===== config.mk =====
export PLATFORM = sky130hd
export DESIGN_NAME = spi_regbank_burst_flat
export DESIGN_NICKNAME = d
export VERILOG_FILES = /design/src/rtl/spi_regbank_pkg.sv /design/src/rtl/spi_regbank_burst_if.sv /design/src/rtl/spi_regbank_burst_edge_det.sv /design/src/rtl/spi_regbank_burst.sv /design/src/flat_wrapper.sv
export SDC_FILE = /design/constraint.sdc
export NUM_CORES = 1
export LEC_CHECK = 0
export CORE_UTILIZATION = 50
export DETAILED_ROUTE_END_ITERATION = 16
export GPL_ROUTABILITY_DRIVEN = 0
export PLACE_DENSITY = 0.78
export SYNTH_ARGS = -nofsm -noshare
export SYNTH_HDL_FRONTEND = slang
export SYNTH_HIERARCHICAL = 1
export SYNTH_SLANG_ARGS = --single-unit
export TNS_END_PERCENT = 100

===== constraint.sdc =====
create_clock -name clk -period 6.4 [get_ports clk]
set_clock_uncertainty 0.1 [all_clocks]
set_input_delay 1.92 -clock clk [delete_from_list [all_inputs] [get_ports clk]]
set_output_delay 1.92 -clock clk [all_outputs]
set_load 0.01 [all_outputs]

===== src/rtl/spi_regbank_pkg.sv =====
// rtl/spi_regbank_pkg.sv - shared state type and mode helpers for the SPI register bank
package spi_regbank_pkg;

    typedef enum logic [1:0] {
        IDLE,
        CMD,
        DATA
    } state_e;

    // The R/W flag sits directly above the address field of the command word
    function automatic int rw_bit_pos(input int addr_width);
        return addr_width;
    endfunction

    // mode = {cpol, cpha}; modes 0 and 3 sample on the rising spi_clk edge
    function automatic logic sample_on_rise(input logic [1:0] mode);
        return mode[1] == mode[0];
    endfunction

endpackage


===== src/rtl/spi_regbank_burst_if.sv =====
// rtl/spi_regbank_burst_if.sv - synchronised SPI pins plus mode select
interface spi_regbank_burst_if;
    logic [1:0] mode;
    logic       spi_cs_n;
    logic       spi_clk;
    logic       spi_mosi;
    logic       spi_miso;

    modport master (output mode, output spi_cs_n, output spi_clk, output spi_mosi, input spi_miso);
    modport slave  (input mode, input spi_cs_n, input spi_clk, input spi_mosi, output spi_miso);
endinterface


===== src/rtl/spi_regbank_burst_edge_det.sv =====
// rtl/spi_regbank_burst_edge_det.sv - spi_clk edge detector producing sample/shift strobes
module spi_edge_det
    import spi_regbank_pkg::*;
(
    input  logic       clk,
    input  logic       rstb,
    input  logic       spi_clk,
    input  logic [1:0] mode,
    output logic       sample_stb,
    output logic       shift_stb
);

    logic spi_clk_q, spi_clk_d;
    logic rise, fall;

    // The delayed copy always follows the pin so a re-enable never sees a stale edge
    always_comb begin
        spi_clk_d  = spi_clk;
        rise       = spi_clk & ~spi_clk_q;
        fall       = ~spi_clk & spi_clk_q;
        sample_stb = sample_on_rise(mode) ? rise : fall;
        shift_stb  = sample_on_rise(mode) ? fall : rise;
    end

    always_ff @(posedge clk or negedge rstb) begin
        if (!rstb) begin
            spi_clk_q <= 1'b0;
        end else begin
            spi_clk_q <= spi_clk_d;
        end
    end

endmodule


===== src/rtl/spi_regbank_burst.sv =====
// rtl/spi_regbank_burst.sv - burst SPI slave with packed config/status register banks
module spi_regbank_burst
    import spi_regbank_pkg::*;
#(
    parameter int                   NUM_CFG    = 4,
    parameter int                   NUM_STATUS = 4,
    parameter int                   REG_WIDTH  = 8,
    parameter int                   ADDR_WIDTH = 7,
    parameter logic [REG_WIDTH-1:0] CFG_RESET  = '0
) (
    input  logic                             clk,
    input  logic                             rstb,
    input  logic                             ena,
    spi_regbank_burst_if.slave               spi,
    output logic [NUM_CFG*REG_WIDTH-1:0]     config_regs,
    output logic [NUM_CFG-1:0]               cfg_wr_stb,
    input  logic [NUM_STATUS*REG_WIDTH-1:0]  status_regs,
    output logic                             xfer_active
);

    localparam int RW_BIT   = rw_bit_pos(ADDR_WIDTH);
    localparam int CMD_BITS = ADDR_WIDTH + 1;
    localparam int RX_W     = (CMD_BITS > REG_WIDTH) ? CMD_BITS : REG_WIDTH;
    localparam int CNT_W    = $clog2(RX_W + 1);
    localparam logic [ADDR_WIDTH-1:0] LAST_ADDR = ADDR_WIDTH'(NUM_CFG + NUM_STATUS - 1);

    state_e                       state_q, state_d;
    logic [1:0]                   mode_q, mode_d;
    logic                         cs_n_q, cs_n_d;
    logic [CNT_W-1:0]             bit_cnt_q, bit_cnt_d;
    logic [RX_W-1:0]              rx_q, rx_d;
    logic [REG_WIDTH-1:0]         tx_q, tx_d;
    logic                         wr_q, wr_d;
    logic [ADDR_WIDTH-1:0]        addr_q, addr_d;
    logic                         load_q, load_d;
    logic                         miso_q, miso_d;
    logic [NUM_CFG*REG_WIDTH-1:0] cfg_q, cfg_d;
    logic [NUM_CFG-1:0]           stb_q, stb_d;
    logic                         sample_stb, shift_stb;
    logic [REG_WIDTH-1:0]         rd_word, ld_word;

    spi_edge_det u_edge_det (
        .clk        (clk),
        .rstb       (rstb),
        .spi_clk    (spi.spi_clk),
        .mode       (mode_q),
        .sample_stb (sample_stb),
        .shift_stb  (shift_stb)
    );

    // Unmapped addresses read as zero
    always_comb begin
        rd_word = '0;
        for (int i = 0; i < NUM_CFG; i++) begin
            if (addr_q == ADDR_WIDTH'(i)) rd_word = cfg_q[i*REG_WIDTH +: REG_WIDTH];
        end
        for (int j = 0; j < NUM_STATUS; j++) begin
            if (addr_q == ADDR_WIDTH'(NUM_CFG + j)) rd_word = status_regs[j*REG_WIDTH +: REG_WIDTH];
        end
    end

    always_comb begin
        state_d   = state_q;
        mode_d    = mode_q;
        cs_n_d    = spi.spi_cs_n;
        bit_cnt_d = bit_cnt_q;
        rx_d      = rx_q;
        tx_d      = tx_q;
        wr_d      = wr_q;
        addr_d    = addr_q;
        load_d    = load_q;
        miso_d    = miso_q;
        cfg_d     = cfg_q;
        stb_d     = '0;
        ld_word   = wr_q ? '0 : rd_word;
        if (ena) begin
            // Chip-select release beats any edge arriving on the same cycle
            if (spi.spi_cs_n) begin
                state_d = IDLE;
                miso_d  = 1'b0;
            end else begin
                case (state_q)
                    IDLE: begin
                        if (cs_n_q) begin
                            state_d   = CMD;
                            mode_d    = spi.mode;
                            bit_cnt_d = '0;
                            load_d    = 1'b0;
                            miso_d    = 1'b0;
                        end
                    end
                    CMD: begin
                        if (sample_stb) begin
                            rx_d      = {rx_q[RX_W-2:0], spi.spi_mosi};
                            bit_cnt_d = bit_cnt_q + CNT_W'(1);
                            if (bit_cnt_q == CNT_W'(CMD_BITS - 1)) begin
                                state_d   = DATA;
                                wr_d      = rx_d[RW_BIT];
                                addr_d    = rx_d[ADDR_WIDTH-1:0];
                                bit_cnt_d = '0;
                                load_d    = 1'b1;
                            end
                        end
                    end
                    DATA: begin
                        if (sample_stb) begin
                            rx_d      = {rx_q[RX_W-2:0], spi.spi_mosi};
                            bit_cnt_d = bit_cnt_q + CNT_W'(1);
                            if (bit_cnt_q == CNT_W'(REG_WIDTH - 1)) begin
                                bit_cnt_d = '0;
                                load_d    = 1'b1;
                                addr_d    = (addr_q >= LAST_ADDR) ? '0 : addr_q + ADDR_WIDTH'(1);
                                for (int i = 0; i < NUM_CFG; i++) begin
                                    if (wr_q && addr_q == ADDR_WIDTH'(i)) begin
                                        cfg_d[i*REG_WIDTH +: REG_WIDTH] = rx_d[REG_WIDTH-1:0];
                                        stb_d[i] = 1'b1;
                                    end
                                end
                            end
                        end else if (shift_stb) begin
                            // First shift edge after a completed word snapshots the next read word
                            load_d = 1'b0;
                            miso_d = load_q ? ld_word[REG_WIDTH-1] : tx_q[REG_WIDTH-1];
                            tx_d   = load_q ? (ld_word << 1) : (tx_q << 1);
                        end
                    end
                    default: state_d = IDLE;
                endcase
            end
        end
    end

    always_ff @(posedge clk or negedge rstb) begin
        if (!rstb) begin
            state_q   <= IDLE;
            mode_q    <= '0;
            cs_n_q    <= 1'b1;
            bit_cnt_q <= '0;
            rx_q      <= '0;
            tx_q      <= '0;
            wr_q      <= 1'b0;
            addr_q    <= '0;
            load_q    <= 1'b0;
            miso_q    <= 1'b0;
            cfg_q     <= {NUM_CFG{CFG_RESET}};
            stb_q     <= '0;
        end else begin
            state_q   <= state_d;
            mode_q    <= mode_d;
            cs_n_q    <= cs_n_d;
            bit_cnt_q <= bit_cnt_d;
            rx_q      <= rx_d;
            tx_q      <= tx_d;
            wr_q      <= wr_d;
            addr_q    <= addr_d;
            load_q    <= load_d;
            miso_q    <= miso_d;
            cfg_q     <= cfg_d;
            stb_q     <= stb_d;
        end
    end

    assign config_regs  = cfg_q;
    assign cfg_wr_stb   = stb_q;
    assign spi.spi_miso = miso_q;
    assign xfer_active  = (state_q != IDLE);

endmodule


===== src/flat_wrapper.sv =====
// flat-port wrapper written by rule: the top's interface ports become plain ports
module spi_regbank_burst_flat import spi_regbank_pkg::*;
#(
    parameter int                   NUM_CFG    = 4,
    parameter int                   NUM_STATUS = 4,
    parameter int                   REG_WIDTH  = 8,
    parameter int                   ADDR_WIDTH = 7,
    parameter logic [REG_WIDTH-1:0] CFG_RESET  = '0
)
  (clk, rstb, ena, config_regs, cfg_wr_stb, status_regs, xfer_active, spi_mode, spi_spi_cs_n, spi_spi_clk, spi_spi_mosi, spi_spi_miso);
  spi_regbank_burst_if spi_i ();
  input  logic clk;
  input  logic rstb;
  input  logic ena;
  output logic [NUM_CFG*REG_WIDTH-1:0] config_regs;
  output logic [NUM_CFG-1:0] cfg_wr_stb;
  input  logic [NUM_STATUS*REG_WIDTH-1:0] status_regs;
  output logic xfer_active;
  input wire logic [$bits(spi_i.mode)-1:0] spi_mode;
  input wire logic [$bits(spi_i.spi_cs_n)-1:0] spi_spi_cs_n;
  input wire logic [$bits(spi_i.spi_clk)-1:0] spi_spi_clk;
  input wire logic [$bits(spi_i.spi_mosi)-1:0] spi_spi_mosi;
  output wire logic [$bits(spi_i.spi_miso)-1:0] spi_spi_miso;
  assign spi_i.mode = spi_mode;
  assign spi_i.spi_cs_n = spi_spi_cs_n;
  assign spi_i.spi_clk = spi_spi_clk;
  assign spi_i.spi_mosi = spi_spi_mosi;
  assign spi_spi_miso = spi_i.spi_miso;
  spi_regbank_burst #(.NUM_CFG(NUM_CFG), .NUM_STATUS(NUM_STATUS), .REG_WIDTH(REG_WIDTH), .ADDR_WIDTH(ADDR_WIDTH), .CFG_RESET(CFG_RESET)) u_core (.clk(clk), .rstb(rstb), .ena(ena), .spi(spi_i), .config_regs(config_regs), .cfg_wr_stb(cfg_wr_stb), .status_regs(status_regs), .xfer_active(xfer_active));
endmodule

### Word-level counts from Yosys, hierarchy flattened

Index checks and enable logic that the tools add are counted.

* bits in registers: 71
* input port bits: 40
* output and inout port bits: 38
* logic and storage cells: 121

* add/sub/neg operators: 2
* $lt $le $gt $ge: 1
* equal/unequal tests: 24
* mux-type cells: 47
* bitwise gates (word level): 6
* reductions and logical operators: 25

Operators with widths (count)
* two-way mux 8 bit: 10
* two-way mux 7 bit: 5
* two-way mux 4 bit: 8
* AND reduction 6 bit: 5
* == test 7 x 3 -> 1 bit (second input constant): 4
* AND reduction 5 bit: 5
* two-way mux 1 bit: 15
* == test 7 x 2 -> 1 bit (second input constant): 2
* case mux 7 bit (2 select lines): 1
* != test 2 x 1 -> 1 bit (second input constant): 6
* != test 3 x 2 -> 1 bit (second input constant): 4
* two-way mux 2 bit: 4
* case mux 4 bit (2 select lines): 1
* AND reduction 4 bit: 2
* adder 7 x 1 -> 7 bit (second input constant): 1
* == test 7 x 1 -> 1 bit (second input constant): 1
* >= comparator 7 x 3 -> 1 bit (second input constant): 1
* logical NOT 7 bit: 1
* AND reduction 7 bit: 1
* case mux 2 bit (3 select lines): 1
* nonzero test 2 bit: 3
* nonzero test 3 bit: 2
* adder 4 x 1 -> 4 bit (second input constant): 1
* == test 4 x 3 -> 1 bit (second input constant): 1
* other kinds (13): 20

### Longest topological paths before layout

Gate-level depths: netlist of run 1.

* word-level depth: 15
* gate-level depth with buffers: 9

### By module

Netlist of run 1, hierarchy kept.

By module, submodules not included
* spi_regbank_burst: instances 1, cells each 366, area each 3868.7 sq um, seq. area each 1727.9 sq um
* spi_edge_det: instances 1, cells each 6, area each 73.8 sq um, seq. area each 25.0 sq um

### Worst setup path after synthesis of run 1

OpenSTA, ideal clock, no wires.

* kind: input port to flip-flop
* start point: input port spi_spi_clk
* end point: register u_core.cfg_q[16] (netlist: u_core/config_regs[16])
* library setup time: 0.125 ns
* arrival: 3.511 ns
* data required time: 6.175 ns
* slack: 2.664 ns
* cell stages on the path: 9
* path buffers: 3
* path through: nand2b_1 -> mux2i_1 -> clkbuf_1 -> and3_1 -> clkbuf_1 -> and4_4 -> buf_12 -> nand2_8 -> mux2_4

* longest elaborated chain between the ends: 4

Ends and longest elaborated chain
* start: declaration: line flat_wrapper.sv:21 `input wire logic [$bits(spi_i.spi_clk)-1:0] spi_spi_clk;`
* NOT 1 bit: line spi_regbank_burst_edge_det.sv:20 `fall = ~spi_clk & spi_clk_q;`
* bitwise AND 1 bit: line spi_regbank_burst_edge_det.sv:20
* two-way mux 1 bit (*): line spi_regbank_burst_edge_det.sv:21 `sample_stb = sample_on_rise(mode) ? rise : fall;`
* named net u_core.sample_stb: line spi_regbank_burst.sv:39 `logic sample_stb, shift_stb;`
* AND reduction 6 bit (no line) (*)
* end signal: assignment: line spi_regbank_burst.sv:145 `cfg_q <= {NUM_CFG{CFG_RESET}};`
* end signal: assignment: line spi_regbank_burst.sv:158 `cfg_q <= cfg_d;`
* end: declaration: line spi_regbank_burst.sv:37 `logic [NUM_CFG*REG_WIDTH-1:0] cfg_q, cfg_d;`

Mark *: on every way through the listed nets, which the timed path passes. The rest lies on a longest branch.
A chain may end at the register's enable or synchronous reset.

### Worst setup path after layout of run 1

* start point: input port spi_spi_clk
* end point: register u_core.cfg_q[24] (netlist: u_core/config_regs[24])

The elaborated chain is that of the path after synthesis.

==> results of run 1 <==
## power breakdown
group / internal [mW] / switching, mW / total [mW]
registers: 0.476 / 0.0434 / 0.519
clock network: 0.138 / 0.171 / 0.308
logic: 0.109 / 0.115 / 0.224
## cell usage in the layout, fill, tap and decap left out, types with 5 or more instances in the layout
| cell type | netlist | final |
|---|---|---|
| nor3_1 | 11 | 11 |
| mux2_2 | 16 | 16 |
| mux2_4 | 24 | 24 |
| nor2_1 | 14 | 14 |
| nand3_1 | 6 | 6 |
| nand2_1 | 40 | 40 |
| inv_1 | 17 | 17 |
| clkbuf_8 | 0 | 9 |
| a22o_1 | 5 | 5 |
| a211o_1 | 6 | 6 |
| a21oi_1 | 18 | 18 |
| dfrtp_1 | 69 | 69 |
| ha_1 | 10 | 10 |
| o211ai_1 | 10 | 10 |
| a41oi_1 | 5 | 5 |
| clkdlybuf4s50_1 | 0 | 76 |
| nor2b_1 | 8 | 8 |
| a32oi_1 | 8 | 8 |
| nand2b_1 | 13 | 13 |
| o21ai_0 | 22 | 22 |
## cell type report
class	instances	area, um^2	share of cell area [%]
Timing Repair Buffer	78	773	15.8
Inverter	17	63.8	1.30
Tap cell	102	128	2.61
Clock inverter	6	38.8	0.793
Clock buffer	9	124	2.53
Multi-Input combinational cell	265	2010	41.1
Sequential cell	70	1750	35.8
## per-layer routing
layer | up-vias | part of all wire, %
met5 | - | 0
met4 | 0 | 1.9
met3 | 21 | 5.2
met2 | 124 | 48
met1 | 1576 | 45
li1 | 1489 | -
## per-stage QoR
step / util [%] / cell area, um^2
after global placement: 61.5 / 4730
after CTS: 63.7 / 4890
after floorplan: - / 3940
final: 63.7 / 4890
after global routing: 63.7 / 4890
after detailed placement: 61.5 / 4730
## Yosys cell counts, drive strengths merged, types with 2 or more instances
library cell	number	area share, %
dfrtp	69	44
a41oi	5	1.1
a211o	6	1.3
nand2b	13	2.1
and3	4	0.63
nor2	15	1.8
nor3b	2	0.38
inv	17	1.6
mux2i	3	0.76
a211oi	2	0.38
nand2	43	5.3
a32oi	8	1.8
a32o	3	0.76
clkbuf	13	1.2
o211ai	10	1.9
ha	10	3.2
a221oi	2	0.44
nor3	11	1.4
nand3b	4	0.76
buf	7	1.6
nor4	4	0.63
mux2	40	14
a22o	5	1.1
nor2b	8	1.3
nand3	6	0.76
o21ai	24	3.0
a21o	3	0.57
a21oi	18	2.3
## state kept, by name, summed over array words and instances, names as in the netlist
register,cells
u_core/state_q,2
u_core/bit_cnt_q,4
u_core/tx_q,7
u_core/spi.spi_miso,1
u_core/cfg_wr_stb,4
u_core/addr_q,7
u_core/mode_q,2
u_core/wr_q,1
u_core/load_q,1
u_core/config_regs,32
u_core/rx_q,7
u_core/u_edge_det/spi_clk_q,1
u_core/cs_n_q,1
## cells by family (layout without fill, tap and decap cells)
logic type	count (synthesis)	count (layout)	synth area share [%]
and+or+nand+nor	116	116	16.4
AOI/OAI and AO/OA	95	95	16.6
buffers and inverters	37	110	4.47
muxes	43	43	14.5
DFF	70	70	44.5
xor gates and xnor gates	1	1	0.413
adders and majority gates	10	10	3.17
## worst min-delay path, stage by stage, from the launching register on
cell and delay, ps:
dfrtp_1 370, nand2_1 50, o21ai_0 60
## final timing paths
kind                                                 start                                  to  slack, ps  cells after the start
max                                            spi_spi_clk  u_core/config_regs[24]$_DFFE_PN0P_       2230                      7
min                        u_core/bit_cnt_q[1]$_DFFE_PN0P_     u_core/bit_cnt_q[1]$_DFFE_PN0P_        420                      2
max reg2reg                   u_core/mode_q[0]$_DFFE_PN0P_  u_core/config_regs[24]$_DFFE_PN0P_       3730                      6
min reg2reg                u_core/bit_cnt_q[1]$_DFFE_PN0P_     u_core/bit_cnt_q[1]$_DFFE_PN0P_        420                      2
max in group asynchronous                             rstb          u_core/tx_q[2]$_DFFE_PN0P_       3950                      2
min in group asynchronous                             rstb      u_core/cfg_wr_stb[3]$_DFF_PN0_       1650                      2
==> impl_metrics.csv, run 1 <==
group,metric,value,unit
critical_path,critPathBufInv,1,
sta,slew_violations,0,
clock_tree,postCtsSetupBuffers,0,
sta,fin_crit_sh,65.1,%
pwr,power_density,215,mW/mm^2
run,maxCapViolCount,0,
sta,relSlewSlack,31.7,%
global_route,use_met1,34.5,%
yosys,synth-main-ff-cell,"dfrtp_1",
clock_tree,clk_pin_slew_worst_paths,80,ps
global_route,grt_usage,25.0,%
sta,final.min_clock_period,4170,ps
clock_tree,clock_sinks,70,
sta,rsz0062_at_grt,"false",
sta,finalSetupTns,0,ps
global_route,busiest_layer,"met2",
placement,place_ws,1900,ps
routing,ant_nets,0,
sta,holdWs,422,ps
clock_tree,cts_tree,"yes",
routing,viasPerCell,5.87,
floorplanning,row_count,32,
clock_tree,cts_resized,0,
floorplanning,die_area,0.00824,mm^2
floorplanning,die_x,90.8,um
hold_path,hp-class,"reg2reg",
global_route,use_met2,39.0,%
sta,setup_viol,0,
critical_path,path_cells,"clkdlybuf4s50_1 -> nand2b_1 -> mux2i_1 -> and3_1 -> and4_4 -> nand2_8 -> mux2_4",
yosys,avgSynthCellArea,10.6,um^2
critical_path,slowest_delay,500,ps
global_route,grt_start_max_net_pins,71,
routing,dr_total_vias,3210,
yosys,ys_ff_latch,70,
routing,firstDrtPassIters,7,
layout,syn_to_final_growth,24.1,%
routing,drtIter0Drc,249,
layout,instances_no_fill,547,
yosys,synth-edff-count,0,
yosys,async_reset_ff_share,100,%
yosys,yosys_warnings,6,
routing,drc_errors,0,
clock_tree,htree_levels,3,
sta,worst_pin_slew,1020,ps
sta,hold_viol_final,0,
clock_tree,holdBufCountCts,0,
yosys,syn_inst,372,
routing,drt-total-wl,9910,um
clock_tree,root_buffer,"clkbuf_8",
routing,wire_per_inst,18.1,um
yosys,syn-num-nets,422,
clock_tree,cts_buffer_depth,2,
sta,finalWorstSetupSlack,2230,ps
pwr,finalPower,1.05,mW
critical_path,endpoint_kind,"flop",
critical_path,cp.required,6530,ps
floorplanning,io-pin-count,78,
critical_path,cp_max_fo,9,
clock_tree,insertion_delay,350,ps
sta,fmax,240,MHz
pwr,p_leak,2.17,nW
floorplanning,die_height,90.8,um
layout,nets,491,
yosys,synth.cell_area,0.00394,mm^2
placement,dp.cells,532,
global_route,antenna_found_initial,0,
critical_path,arrival,4300,ps
critical_path,critPathTopFamily,"simple AND/OR/NAND/NOR gates",
run_status,outcome,"finished, final reports clean",
placement,hpwl,7030,um
yosys,synth_seq_area_share,44.5,%
global_route,grt_pass1_wl,15900,um
layout,fillerInstances,635,
layout,drive_gt1_share,15.1,%
critical_path,crit_type,"in2reg",
floorplanning,start_util,51.3,%
global_route,overflow,0,
global_route,grt_pass1_vias,3116,
global_route,use_met3,4.04,%
critical_path,crit_slowest_cell,"mux2i_1",
clock_tree,cts_buffers,9,
critical_path,crit_path_start_kind,"input pin",
placement,port_buffers,77,
layout,num_antenna_cells,0,
pwr,ir_worst_vdd,120,uV
yosys,synth_cell_types,52,
floorplanning,core,0.00769,mm^2
Note: power is estimated with default switching activity, not from simulation.
==> inputs of run 2 (changes only) <==
==> constraint.sdc (replaced) <==
create_clock -name clk -period 3.9 [get_ports clk]
set_clock_uncertainty 0.1 [all_clocks]
set_input_delay 1.17 -clock clk [delete_from_list [all_inputs] [get_ports clk]]
set_output_delay 1.17 -clock clk [all_outputs]
set_load 0.01 [all_outputs]
==> impl_metrics.csv, run 2 (synthesis results as in run 1) <==
group,metric,value,unit
run_status,outcome,"finished, final reports clean",
pwr,ir_worst_vdd,211,uV
critical_path,endpoint_kind,"output pin",
layout,syn_to_final_growth,26.1,%
global_route,use_met2,40.1,%
pwr,seq_power_share,45.3,%
placement,hpwl,7160,um
pwr,p_comb_share,20.0,%
sta,relSlewSlack,31.5,%
sta,fin_crit_sh,78.5,%
sta,holdWs,426,ps
sta,finalSetupTns,0,ps
routing,viasPerCell,5.74,
layout,num_antenna_cells,0,
floorplanning,core,0.00769,mm^2
pwr,power_density,378,mW/mm^2
critical_path,crit_type,"reg2out",
sta,fmax,327,MHz
pwr,p_leak,2.20,nW
placement,port_buffers,77,
sta,setup_viol,0,
routing,drtIter0Drc,256,
layout,largest_reg_flops,32,
critical_path,path_cells,"inv_1 -> ha_1 -> inv_1 -> clkdlybuf4s50_1",
pwr,p_clk_share,34.7,%
global_route,grt_usage,25.6,%
sta,worst_pin_slew,1030,ps
floorplanning,die_x,90.8,um
clock_tree,clock_sinks,70,
routing,dr_total_vias,3154,
routing,wire_per_inst,18.2,um
global_route,grt_start_max_net_pins,48,
clock_tree,htree_levels,3,
floorplanning,die_area,0.00824,mm^2
sta,rsz0062_at_grt,"false",
routing,firstDrtPassIters,4,
global_route,antenna_found_initial,0,
floorplanning,start_util,51.3,%
pwr,p_sw_share,29.3,%
critical_path,crit_slowest_cell,"clkdlybuf4s50_1",
critical_path,crit_path_start_kind,"flop",
global_route,busiest_layer,"met2",
clock_tree,cts_buffer_depth,2,
routing,drt-total-wl,9990,um
layout,fillerInstances,596,
global_route,use_met1,35.1,%
critical_path,slowest_delay,520,ps
pwr,power_switching,0.551,mW
layout,nets,492,
global_route,use_met3,5.56,%
layout,mostFrequentLayoutCells,"clkdlybuf4s50_1, dfrtp_1, nand2_1",
layout,drive_gt1_share,15.2,%
clock_tree,holdBufCountCts,0,
pwr,internal_power,1.33,mW
critical_path,cpMostUsedCell,"inv_1",
routing,drc_errors,0,
floorplanning,die_height,90.8,um
sta,slew_violations,0,
hold_path,hp-class,"reg2reg",
clock_tree,clk_pin_slew_worst_paths,70,ps
run,maxCapViolCount,0,
critical_path,arrival,1790,ps
clock_tree,cts_resized,0,
global_route,grt_pass1_wl,16200,um
critical_path,cp.required,2630,ps
clock_tree,postCtsSetupBuffers,0,
sta,final.min_clock_period,3060,ps
layout,final_common_cell,"clkdlybuf4s50_1",
clock_tree,cts_buffers,9,
floorplanning,io-pin-count,78,
global_route,grt_pass1_vias,3102,
clock_tree,cts_tree,"yes",
floorplanning,row_count,32,
sta,hold_viol_final,0,
critical_path,cp_max_fo,8,
global_route,overflow,0,
routing,ant_nets,0,
clock_tree,insertion_delay,350,ps
clock_tree,root_buffer,"clkbuf_8",
## run 2: cell types whose count changed in the layout (fill, tap and decap cells not counted)
cell       previous run  this run
buf_12                0         1
bufinv_16             0         2
clkinv_2              3         0
inv_6                 1         2
clkbuf_1              0         1
## run 2: worst paths after layout
check / cells past startpoint / from / endpoint / slack [ps]
max: 4 / u_core/state_q[0]$_DFFE_PN0P_ / xfer_active / 840
min: 2 / u_core/bit_cnt_q[1]$_DFFE_PN0P_ / u_core/bit_cnt_q[1]$_DFFE_PN0P_ / 430
max reg2reg: 6 / u_core/addr_q[0]$_DFFE_PN0P_ / u_core/tx_q[2]$_DFFE_PN0P_ / 1240
min reg2reg: 2 / u_core/bit_cnt_q[1]$_DFFE_PN0P_ / u_core/bit_cnt_q[1]$_DFFE_PN0P_ / 430
max in group asynchronous: 2 / rstb / u_core/state_q[1]$_DFFE_PN0P_ / 2360
min in group asynchronous: 1 / rstb / u_core/config_regs[17]$_DFFE_PN0P_ / 700
## run 2: worst max-delay path, delay by kind of cell, from the launching register on
kind | cells | cell delay, ps
buffers and inverters | 3 | 690
flip-flops | 1 | 500
adder cells (fa/ha/maj) | 1 | 250
## run 2: through the flow
step | cell area, um^2 | power, mW | util, % | std cells | worst slack (ps)
after detailed placement | 4750 | 1.24 | 61.8 | 533 | 527
after floorplan | 3940 | 1.09 | - | 372 | 914
after global placement | 4750 | 1.22 | 61.8 | 533 | 598
after CTS | 4970 | 1.89 | 64.7 | 549 | 819
final | 4970 | 1.88 | 64.7 | 549 | 837
after global routing | 4970 | 1.98 | 64.7 | 549 | 690
## run 2: per-layer routing
metal  wire (um)  share of wire, %
met4         147               1.5
met5           0                 0
met3         547               5.5
met2        4820                48
met1        4470                45
## run 2: layout make-up
type                       count  area, um^2  share of cell area, %
clock buffer                  10         128                   2.57
clock inverter                 6        92.6                   1.86
inverter                      17        63.8                   1.28
multi-input combinational    265        2010                   40.5
sequential                    70        1750                   35.3
tap                          102         128                   2.57
timing repair buffer          79         793                   16.0
## run 2: power groups by stage
stage | Combinational [mW] | Sequential [mW] | Clock, mW
6_report | 0.376 | 0.853 | 0.653
5_1_grt | 0.417 | 0.860 | 0.701
4_1_cts | 0.376 | 0.851 | 0.665
3_5_place_dp | 0.372 | 0.864 | 0
3_3_place_gp | 0.362 | 0.858 | 0
2_1_floorplan | 0.248 | 0.839 | 0
==> inputs of run 3 (changes only) <==
==> constraint.sdc (replaced) <==
create_clock -name clk -period 2.9 [get_ports clk]
set_clock_uncertainty 0.1 [all_clocks]
set_input_delay 0.87 -clock clk [delete_from_list [all_inputs] [get_ports clk]]
set_output_delay 0.87 -clock clk [all_outputs]
set_load 0.01 [all_outputs]
==> impl_metrics.csv, run 3 (synthesis results as in run 1) <==
group,metric,value,unit
sta,final.min_clock_period,2780,ps
run_status,outcome,"finished, final reports clean",
routing,drc_errors,0,
global_route,antenna_found_initial,0,
pwr,ir_worst_vdd,331,uV
critical_path,r2r-end,"u_core/tx_q[6]$_DFFE_PN0P_",
pwr,internal_power,1.66,mW
critical_path,crit_path_start_kind,"flop",
floorplanning,io-pin-count,78,
critical_path,arrival,1810,ps
floorplanning,core,0.00769,mm^2
clock_tree,cts_buffer_depth,2,
floorplanning,die_area,0.00824,mm^2
layout,nets,507,
global_route,grt_pass1_vias,3215,
critical_path,reg2reg_from,"u_core/addr_q[0]$_DFFE_PN0P_",
clock_tree,cts_buffers,9,
sta,setup_viol,0,
sta,finalSetupTns,0,ps
clock_tree,insertion_delay,350,ps
sta,hold_viol_final,0,
global_route,grt_pass1_wl,16200,um
clock_tree,root_buffer,"clkbuf_8",
layout,mostFrequentLayoutCells,"clkdlybuf4s50_1, dfrtp_1, nand2_1",
layout,largest_reg_flops,32,
global_route,overflow,0,
clock_tree,htree_levels,3,
critical_path,crit_slowest_cell,"clkdlybuf4s50_1",
sta,worst_pin_slew,728,ps
routing,viasPerCell,5.79,
clock_tree,cts_tree,"yes",
global_route,grt_usage,25.4,%
placement,hpwl,7220,um
placement,port_buffers,77,
sta,rsz0062_at_grt,"false",
layout,final_common_cell,"clkdlybuf4s50_1",
sta,slew_violations,0,
layout,syn_to_final_growth,28.1,%
pwr,power_switching,0.749,mW
pwr,p_leak,2.26,nW
clock_tree,holdBufCountCts,0,
critical_path,r2r_slack,360,ps
sta,fmax,359,MHz
routing,wire_per_inst,18.0,um
floorplanning,start_util,51.3,%
layout,drive_gt1_share,18.0,%
clock_tree,clk_pin_slew_worst_paths,80,ps
critical_path,path_cells,"inv_1 -> ha_1 -> inv_1 -> clkdlybuf4s50_1",
placement,place_area,0.00488,mm^2
hold_path,hp-class,"in2async",
critical_path,cp_max_fo,8,
critical_path,critPathBufInv,3,
pwr,p_comb_share,22.4,%
critical_path,cp.required,1930,ps
clock_tree,clock_sinks,70,
critical_path,crit_type,"reg2out",
floorplanning,row_count,32,
routing,drt-total-wl,10100,um
global_route,grt_start_max_net_pins,71,
critical_path,cpMostUsedCell,"inv_1",
pwr,seq_power_share,47.5,%
floorplanning,die_height,90.8,um
critical_path,slowest_delay,520,ps
clock_tree,postCtsSetupBuffers,0,
layout,num_antenna_cells,0,
critical_path,critPathTopFamily,"buffers and inverters",
routing,dr_total_vias,3268,
sta,relSlewSlack,51.5,%
routing,firstDrtPassIters,7,
clock_tree,cts_resized,0,
floorplanning,die_x,90.8,um
pwr,power_density,477,mW/mm^2
pwr,p_sw_share,31.1,%
routing,ant_nets,0,
critical_path,reg2reg_depth,7,
run,maxCapViolCount,0,
layout,final_area,0.00505,mm^2
critical_path,endpoint_kind,"output pin",
pwr,p_clk_share,30.1,%
routing,drtIter0Drc,147,
sta,fin_crit_sh,95.9,%
[run 3: changes by cell type in the layout (fill, tap and decap cells not counted)]
cell,change
buf_4,+14
buf_12,+1
inv_6,-1
clkinv_2,+2
bufinv_16,-2
clkbuf_8,+1
[run 3: worst max path at each step]
stage                                   from                            endpoint  slack (ps)  cells past startpoint
6_report       u_core/state_q[0]$_DFFE_PN0P_                         xfer_active         120                      4
5_1_grt        u_core/state_q[0]$_DFFE_PN0P_                         xfer_active          30                      4
4_1_cts        u_core/state_q[0]$_DFFE_PN0P_                         xfer_active         110                      4
3_5_place_dp                     spi_spi_clk   u_core/config_regs[1]$_DFFE_PN0P_         -20                      7
3_3_place_gp                     spi_spi_clk  u_core/config_regs[17]$_DFFE_PN0P_          20                      7
2_1_floorplan                    spi_spi_clk  u_core/config_regs[16]$_DFFE_PN0P_         210                      9
[run 3: power groups by stage]
stage	clock (mW)	sequential, mW	combinational, mW
after floorplan	0	1.13	0.333
after global placement	0	1.15	0.521
after detailed placement	0	1.16	0.538
after CTS	0.734	1.14	0.539
after global routing	0.775	1.15	0.591
final	0.724	1.14	0.540
[run 3: final cells by class]
class / count / area (um^2)
fillers: 632 / 2640
flip-flops and latches: 70 / 1750
clock buffers: 11 / 141
well taps: 102 / 128
clock inverters: 5 / 33.8
inverters: 17 / 63.8
multi-input cells: 265 / 2010
repair buffers: 94 / 918
[run 3: through the flow]
stage | util, % | power (mW) | cells | hold slack [ps] | setup slack [ps]
2_1_floorplan | - | 1.46 | 372 | 376 | 214
3_3_place_gp | 63.4 | 1.67 | 548 | 388 | 16.1
3_5_place_dp | 63.4 | 1.70 | 548 | 412 | -18.0
4_1_cts | 65.7 | 2.42 | 564 | 429 | 108
5_1_grt | 65.7 | 2.52 | 564 | 451 | 26.6
6_report | 65.7 | 2.41 | 564 | 417 | 118
[run 3: layer usage]
metal | vias up | track usage, % | wire length (um)
li1 | 1524 | - | -
met1 | 1625 | 34.0 | 4520
met2 | 101 | 41.0 | 4910
met3 | 18 | 4.71 | 507
met4 | 0 | 9.39 | 198
met5 | - | 0 | 0
